[config.mk]
export PLATFORM = sky130hd
export DESIGN_NAME = flash_rom_loader_flat
export DESIGN_NICKNAME = d
export VERILOG_FILES = /design/src/rtl/flash_rom_loader_if.sv /design/src/rtl/flash_rom_loader.sv /design/src/flat_wrapper.sv
export SDC_FILE = /design/constraint.sdc
export NUM_CORES = 1
export LEC_CHECK = 0
export CORE_UTILIZATION = 50
export DETAILED_ROUTE_END_ITERATION = 8
export PLACE_DENSITY = 0.73
export SLEW_MARGIN = 20
export SYNTH_ARGS = -nofsm -noshare
export SYNTH_HDL_FRONTEND = slang
export SYNTH_SLANG_ARGS = --single-unit
[constraint.sdc]
create_clock -name clk -period 4.4 [get_ports clk]
set_clock_uncertainty 0.2 [all_clocks]
set_input_delay 0.44 -clock clk [delete_from_list [all_inputs] [get_ports clk]]
set_output_delay 0.44 -clock clk [all_outputs]
set_load 0.05 [all_outputs]
[src/rtl/flash_rom_loader_if.sv]
// Handshake bundle between the boot copier, the serial flash reader and the RAM arbiter.
// The master side is the copier; the slave side is the flash/RAM pair it drives.
interface flash_rom_loader_if;
    logic        flash_req;
    logic [23:0] flash_addr;
    logic        flash_ack;
    logic [15:0] flash_rdata;
    logic        ram_req;
    logic [23:0] ram_addr;
    logic [15:0] ram_wdata;
    logic        ram_ack;

    modport master (
        output flash_req, flash_addr,
        input  flash_ack, flash_rdata,
        output ram_req, ram_addr, ram_wdata,
        input  ram_ack
    );

    modport slave (
        input  flash_req, flash_addr,
        output flash_ack, flash_rdata,
        input  ram_req, ram_addr, ram_wdata,
        output ram_ack
    );
endinterface

[src/rtl/flash_rom_loader.sv]
// Boot-time copier: moves the MEGAROM and BIOS images word by word from serial flash
// into their RAM shadows after reset, then reports DONE (or ERROR on an ACK timeout).
module flash_rom_loader #(
    parameter bit          JOB0_EN   = 1'b1,
    parameter logic [23:0] JOB0_SRC  = 24'h20_0000,
    parameter logic [23:0] JOB0_DST  = 24'h40_0000,
    parameter logic [23:0] JOB0_SIZE = 24'h20_0000,
    parameter bit          JOB1_EN   = 1'b1,
    parameter logic [23:0] JOB1_SRC  = 24'h10_0000,
    parameter logic [23:0] JOB1_DST  = 24'h70_0000,
    parameter logic [23:0] JOB1_SIZE = 24'h02_4000,
    parameter int          TIMEOUT   = 1023
) (
    input  logic               clk,
    input  logic               reset,
    input  logic               hold,
    flash_rom_loader_if.master bus,
    output logic               busy,
    output logic               done,
    output logic               error
);
    localparam int TMO_W = $clog2(TIMEOUT + 1);

    typedef enum logic [2:0] {IDLE, SETUP, READ, WRITE, FIN, FAULT} state_t;

    state_t           state;
    state_t           state_next;
    logic [1:0]       job_idx;
    logic [23:0]      src;
    logic [23:0]      dst;
    logic [23:0]      cnt;
    logic [15:0]      word_buf;
    logic [TMO_W-1:0] tmo_cnt;

    logic        job_en;
    logic [23:0] job_src;
    logic [23:0] job_dst;
    logic [23:0] job_size;
    logic        tmo_hit;

    logic load_job;
    logic next_job;
    logic raise_freq;
    logic raise_rreq;
    logic got_rdata;
    logic got_wack;
    logic go_fault;

    always_comb begin
        job_en   = JOB1_EN;
        job_src  = JOB1_SRC;
        job_dst  = JOB1_DST;
        job_size = JOB1_SIZE;
        if (job_idx == 2'd0) begin
            job_en   = JOB0_EN;
            job_src  = JOB0_SRC;
            job_dst  = JOB0_DST;
            job_size = JOB0_SIZE;
        end
    end

    // Only one request is ever outstanding, so READ and WRITE share one timer.
    assign tmo_hit = (tmo_cnt == TMO_W'(TIMEOUT - 1));

    always_comb begin
        state_next = state;
        load_job   = 1'b0;
        next_job   = 1'b0;
        raise_freq = 1'b0;
        raise_rreq = 1'b0;
        got_rdata  = 1'b0;
        got_wack   = 1'b0;
        go_fault   = 1'b0;
        unique case (state)
            IDLE: state_next = SETUP;
            SETUP: begin
                if (job_idx == 2'd2) begin
                    state_next = FIN;
                end else if (job_en && (job_size != 24'd0)) begin
                    load_job   = 1'b1;
                    state_next = READ;
                end else begin
                    next_job = 1'b1;
                end
            end
            READ: begin
                if (!bus.flash_req) begin
                    raise_freq = !hold;
                end else if (bus.flash_ack) begin
                    got_rdata  = 1'b1;
                    state_next = WRITE;
                end else if (tmo_hit) begin
                    go_fault   = 1'b1;
                    state_next = FAULT;
                end
            end
            WRITE: begin
                if (!bus.ram_req) begin
                    raise_rreq = !hold;
                end else if (bus.ram_ack) begin
                    got_wack = 1'b1;
                    if (cnt == 24'd2) begin
                        next_job   = 1'b1;
                        state_next = SETUP;
                    end else begin
                        state_next = READ;
                    end
                end else if (tmo_hit) begin
                    go_fault   = 1'b1;
                    state_next = FAULT;
                end
            end
            FIN:     state_next = FIN;
            FAULT:   state_next = FAULT;
            default: state_next = IDLE;
        endcase
    end

    // Status flags are registered from the next state so they line up with the state change.
    always_ff @(posedge clk) begin
        if (reset) begin
            state          <= IDLE;
            job_idx        <= 2'd0;
            src            <= 24'd0;
            dst            <= 24'd0;
            cnt            <= 24'd0;
            word_buf       <= 16'd0;
            tmo_cnt        <= '0;
            bus.flash_req  <= 1'b0;
            bus.flash_addr <= 24'd0;
            bus.ram_req    <= 1'b0;
            bus.ram_addr   <= 24'd0;
            bus.ram_wdata  <= 16'd0;
            busy           <= 1'b0;
            done           <= 1'b0;
            error          <= 1'b0;
        end else begin
            state <= state_next;
            busy  <= (state_next == SETUP) || (state_next == READ) || (state_next == WRITE);
            done  <= (state_next == FIN);
            error <= (state_next == FAULT);

            if (load_job) begin
                src <= job_src;
                dst <= job_dst;
                cnt <= job_size;
            end
            if (next_job) begin
                job_idx <= job_idx + 2'd1;
            end

            if (raise_freq || raise_rreq) begin
                tmo_cnt <= '0;
            end else if ((bus.flash_req && !bus.flash_ack) || (bus.ram_req && !bus.ram_ack)) begin
                tmo_cnt <= tmo_cnt + 1'b1;
            end

            if (raise_freq) begin
                bus.flash_req  <= 1'b1;
                bus.flash_addr <= src;
            end else if (got_rdata || go_fault) begin
                bus.flash_req <= 1'b0;
            end
            if (got_rdata) begin
                word_buf <= bus.flash_rdata;
            end

            if (raise_rreq) begin
                bus.ram_req   <= 1'b1;
                bus.ram_addr  <= dst;
                bus.ram_wdata <= word_buf;
            end else if (got_wack || go_fault) begin
                bus.ram_req <= 1'b0;
            end
            // Addresses wrap mod 2^24; the count cannot underflow because sizes are even.
            if (got_wack) begin
                src <= src + 24'd2;
                dst <= dst + 24'd2;
                cnt <= cnt - 24'd2;
            end
        end
    end
endmodule

[src/flat_wrapper.sv]
// flat-port wrapper written by rule: the top's interface ports become plain ports
module flash_rom_loader_flat 
#(
    parameter bit          JOB0_EN   = 1'b1,
    parameter logic [23:0] JOB0_SRC  = 24'h20_0000,
    parameter logic [23:0] JOB0_DST  = 24'h40_0000,
    parameter logic [23:0] JOB0_SIZE = 24'h20_0000,
    parameter bit          JOB1_EN   = 1'b1,
    parameter logic [23:0] JOB1_SRC  = 24'h10_0000,
    parameter logic [23:0] JOB1_DST  = 24'h70_0000,
    parameter logic [23:0] JOB1_SIZE = 24'h02_4000,
    parameter int          TIMEOUT   = 1023
)
  (clk, reset, hold, busy, done, error, bus_flash_req, bus_flash_addr, bus_flash_ack, bus_flash_rdata, bus_ram_req, bus_ram_addr, bus_ram_wdata, bus_ram_ack);
  flash_rom_loader_if bus_i ();
  input  logic clk;
  input  logic reset;
  input  logic hold;
  output logic busy;
  output logic done;
  output logic error;
  output wire logic [$bits(bus_i.flash_req)-1:0] bus_flash_req;
  output wire logic [$bits(bus_i.flash_addr)-1:0] bus_flash_addr;
  input wire logic [$bits(bus_i.flash_ack)-1:0] bus_flash_ack;
  input wire logic [$bits(bus_i.flash_rdata)-1:0] bus_flash_rdata;
  output wire logic [$bits(bus_i.ram_req)-1:0] bus_ram_req;
  output wire logic [$bits(bus_i.ram_addr)-1:0] bus_ram_addr;
  output wire logic [$bits(bus_i.ram_wdata)-1:0] bus_ram_wdata;
  input wire logic [$bits(bus_i.ram_ack)-1:0] bus_ram_ack;
  assign bus_flash_req = bus_i.flash_req;
  assign bus_flash_addr = bus_i.flash_addr;
  assign bus_i.flash_ack = bus_flash_ack;
  assign bus_i.flash_rdata = bus_flash_rdata;
  assign bus_ram_req = bus_i.ram_req;
  assign bus_ram_addr = bus_i.ram_addr;
  assign bus_ram_wdata = bus_i.ram_wdata;
  assign bus_i.ram_ack = bus_ram_ack;
  flash_rom_loader #(.JOB0_EN(JOB0_EN), .JOB0_SRC(JOB0_SRC), .JOB0_DST(JOB0_DST), .JOB0_SIZE(JOB0_SIZE), .JOB1_EN(JOB1_EN), .JOB1_SRC(JOB1_SRC), .JOB1_DST(JOB1_DST), .JOB1_SIZE(JOB1_SIZE), .TIMEOUT(TIMEOUT)) u_core (.clk(clk), .reset(reset), .hold(hold), .bus(bus_i), .busy(busy), .done(done), .error(error));
endmodule
==> impl_metrics.py <==
metrics = {
    "power_and_ir_drop": {
        "combPwrFrac": 0.094,
        "seqPwrFrac": 0.462,
        "power_switching_share": 0.251,
        "clkPwrFrac": 0.444,
        "p_leak_nw": 2.82,
        "p_int_mw": 2.53,
        "p_per_area_mw_per_mm2": 383,
        "ir_drop_mv": 0.331,
        "p_switching_uw": 849,
    },
    "cts": {
        "cts_max_level": 4,
        "holdBufCountCts": 0,
        "clk_latency_ns": 0.42,
        "cts_tree": "done",
        "cts-resized-gates": 0,
        "clk_pin_slew_worst_paths_ns": 0.06,
        "postCtsSetupBuffers": 0,
        "clock_path_buffers": 2,
        "cts_inserted_buffers": 17,
        "cts-root-buf": "clkbuf_16",
        "cts.sinks": 167,
    },
    "logic_synthesis": {
        "syn_avg_cell_area_um2": 8.11,
        "synth_edf_count": 0,
        "synthArstFlopShare": 0,
        "synthTopCellsByArea": "dfxtp_1 (46%), nand2_1 (9.9%), a21oi_1 (8.4%), clkbuf_1 (3.0%), nand3_1 (2.1%)",
        "synth-seq-cells": 167,
        "syn_inst": 905,
        "ys_seq_area_frac": 0.456,
        "synth_cell_types": 59,
        "synthFlopType": "dfxtp_1",
        "synth.largest_area_cell": "dfxtp_1",
        "synth_common_cells": "nand2_1 (193), dfxtp_1 (167), a21oi_1 (123), clkbuf_1 (59), nor2_1 (33)",
        "yosysMostFrequentCell": "nand2_1",
        "synth.cell_area_mm2": 0.00734,
        "synth_top_area_frac": 0.456,
        "yosys_warnings": 0,
    },
    "drt": {
        "vias_per_cell": 5.86,
        "drt-pass1-iter-count": 6,
        "drt-initial-drc-count": 580,
        "wl_mm": 18.0,
        "route.detailed.drc": 0,
        "via_count": 6713,
        "ant_nets": 0,
        "avgRoutedWirePerCell_um": 15.7,
    },
    "timing": {
        "slew_violations": 0,
        "min_period_ns": 2.88,
        "final-hold-violation-count": 0,
        "setup_violations": 0,
        "worst_slew_pin_slew_ns": 0.883,
        "maxSlewHeadroom": 0.411,
        "finalSetupTns_ns": 0,
        "rsz0062_at_grt": "no",
        "max_freq_mhz": 347,
        "timing.final.crit_share": 0.655,
    },
    "critical_path": {
        "cpMaxStageDelayCell": "and2_0",
        "setup.worst_path.end": "u_core.cnt[14]",
        "crit_arrival_ns": 3.01,
        "crit_path_start": "bus_ram_ack",
        "regToRegSetupSlack_ns": 1.60,
        "r2r-start": "u_core.bus.ram_req",
        "path_class": "input port to register",
        "path_cells": "clkdlybuf4s50_1 -> and2_0 -> nand4_1 -> or2_2 -> a221oi_1",
        "critical_path_required_ns": 4.52,
        "cp_max_fo": 14,
        "critPathLaunchType": "input port",
        "r2r-end": "u_core.cnt[14]",
        "r2r_cells": 4,
        "end_kind": "register",
        "max_stage_delay_ns": 0.70,
    },
    "grt": {
        "overflow": 0,
        "grt_max_degree": 87,
        "grt_pass1_wl_mm": 29.4,
        "gr-usage-all-layers": 0.245,
        "grt_pass1_vias": 5891,
        "antenna_found_initial": 0,
    },
    "floorplan": {
        "dieArea_mm2": 0.0152,
        "io_pins": 90,
        "start_util": 0.521,
        "die_y_um": 123,
        "fp-row-count": 43,
        "core_area_mm2": 0.0141,
        "fp.dieW_um": 123,
    },
    "place": {
        "finalWeightedCongestion": 0.829,
        "hpwl_mm": 11.5,
        "portBuffers": 87,
    },
    "cells_and_area": {
        "drive_above_1_share": 0.0684,
        "finalNetCount": 981,
        "antennaDiodeCount": 0,
        "syn2layout_area_growth_pct": 20.3,
        "final_core_util": 0.626,
    },
    "flow_run": {
        "drv_cap": 0,
    },
    "outcome": {
        "outcome": "completed",
    },
    "worst_hold_path": {
        "holdPathStages": 2,
        "min_path_type": "register to register",
    },
}
worst max-delay path, delay by kind of cell:
| family | cells | cell delay, ns |
|---|---|---|
| buf+inv | 1 | 0.66 |
| compound gates | 1 | 0.26 |
| simple gates | 3 | 1.65 |
final cells by class:
| cell class | instances | area (µm²) |
|---|---|---|
| flip-flops and latches | 167 | 3340 |
| clock buffers | 24 | 502 |
| inverters | 14 | 52.6 |
| clock inverters | 7 | 92.6 |
| repair buffers | 94 | 921 |
| fillers | 1225 | 5270 |
| well taps | 180 | 225 |
| multi-input cells | 659 | 3690 |
power by group through the flow:
| stage | sequential (mW) | clock [mW] | combinational, mW |
|---|---|---|---|
| finish | 1.56 | 1.50 | 0.317 |
| global route | 1.56 | 1.59 | 0.342 |
| CTS | 1.56 | 1.52 | 0.316 |
| detailed placement | 1.59 | 0 | 0.315 |
| global placement | 1.59 | 0 | 0.314 |
| floorplan | 1.60 | 0 | 0.212 |
state kept, by name (all words and copies together), names as in the netlist:
| register | count |
|---|---|
| u_core.bus.flash_req | 1 |
| u_core.bus.ram_wdata | 16 |
| u_core.tmo_cnt | 10 |
| u_core.bus.ram_addr | 23 |
| u_core.src | 23 |
| u_core.dst | 23 |
| u_core.busy | 1 |
| u_core.done | 1 |
| u_core.error | 1 |
| u_core.bus.flash_addr | 23 |
| u_core.word_buf | 16 |
| u_core.job_idx | 2 |
| u_core.bus.ram_req | 1 |
| u_core.cnt | 23 |
| u_core.state | 3 |
worst min-delay path by stage:
| stage | startpoint | endpoint | slack [ns] |
|---|---|---|---|
| after global placement | u_core.word_buf[7] | u_core.bus.ram_wdata[7] | 0.24 |
| after CTS | u_core.word_buf[14] | u_core.bus.ram_wdata[14] | 0.25 |
| final | u_core.word_buf[6] | u_core.bus.ram_wdata[6] | 0.25 |
| after global routing | u_core.bus.ram_addr[5] | u_core.bus.ram_addr[5] | 0.27 |
| after floorplan | u_core.word_buf[0] | u_core.bus.ram_wdata[0] | 0.23 |
| after detailed placement | u_core.word_buf[7] | u_core.bus.ram_wdata[7] | 0.24 |
placed cells by master, fill, tap and decap left out, types with 7 or more instances in the layout:
cell type / n
o211ai_1: 15
or2_2: 19
nand2_1: 193
nor2_1: 33
nand4_1: 19
nor3_1: 18
and2_1: 8
nor3b_1: 7
inv_1: 14
clkdlybuf4s50_1: 86
or3_1: 15
a211oi_1: 8
o21ai_0: 11
nor4_1: 16
ha_1: 7
o311ai_0: 16
a21oi_1: 123
xor2_1: 7
xnor2_1: 8
a31oi_1: 7
nand3_1: 31
and4_1: 10
buf_4: 8
or4_1: 19
dfxtp_1: 167
clkbuf_16: 17
mux2i_1: 14
through the flow:
stage | cells | area, µm² | hold WS, ns | power (mW) | setup slack [ns]
after detailed placement | 1114 | 8230 | 0.243 | 1.91 | 1.17
after floorplan | 906 | 7340 | 0.232 | 1.81 | 1.99
final | 1145 | 8830 | 0.248 | 3.38 | 1.52
after CTS | 1145 | 8830 | 0.253 | 3.40 | 1.46
after global placement | 1114 | 8230 | 0.236 | 1.91 | 1.31
after global routing | 1145 | 8830 | 0.268 | 3.50 | 1.41
cell families after synthesis:
logic type	Yosys count	share of synthesized area
flip-flops	167	0.456
AO/OA/AOI/OAI	207	0.171
adder cells (fa/ha/maj)	7	0.0119
AND/OR/NAND/NOR	412	0.279
multiplexers	16	0.0222
other	1	0.000511
buffers and inverters	80	0.0425
XOR/XNOR	15	0.0179
metal layers:
metal  vias to the layer above  routed length [µm]  track usage
met1                      3171                8480        0.340
met3                        21                 928       0.0489
li1                       3339                   -            -
met2                       182                8340        0.383
met4                         0                 242       0.0761
met5                         -                   0            0
Note: power is estimated with default switching activity, not from simulation.
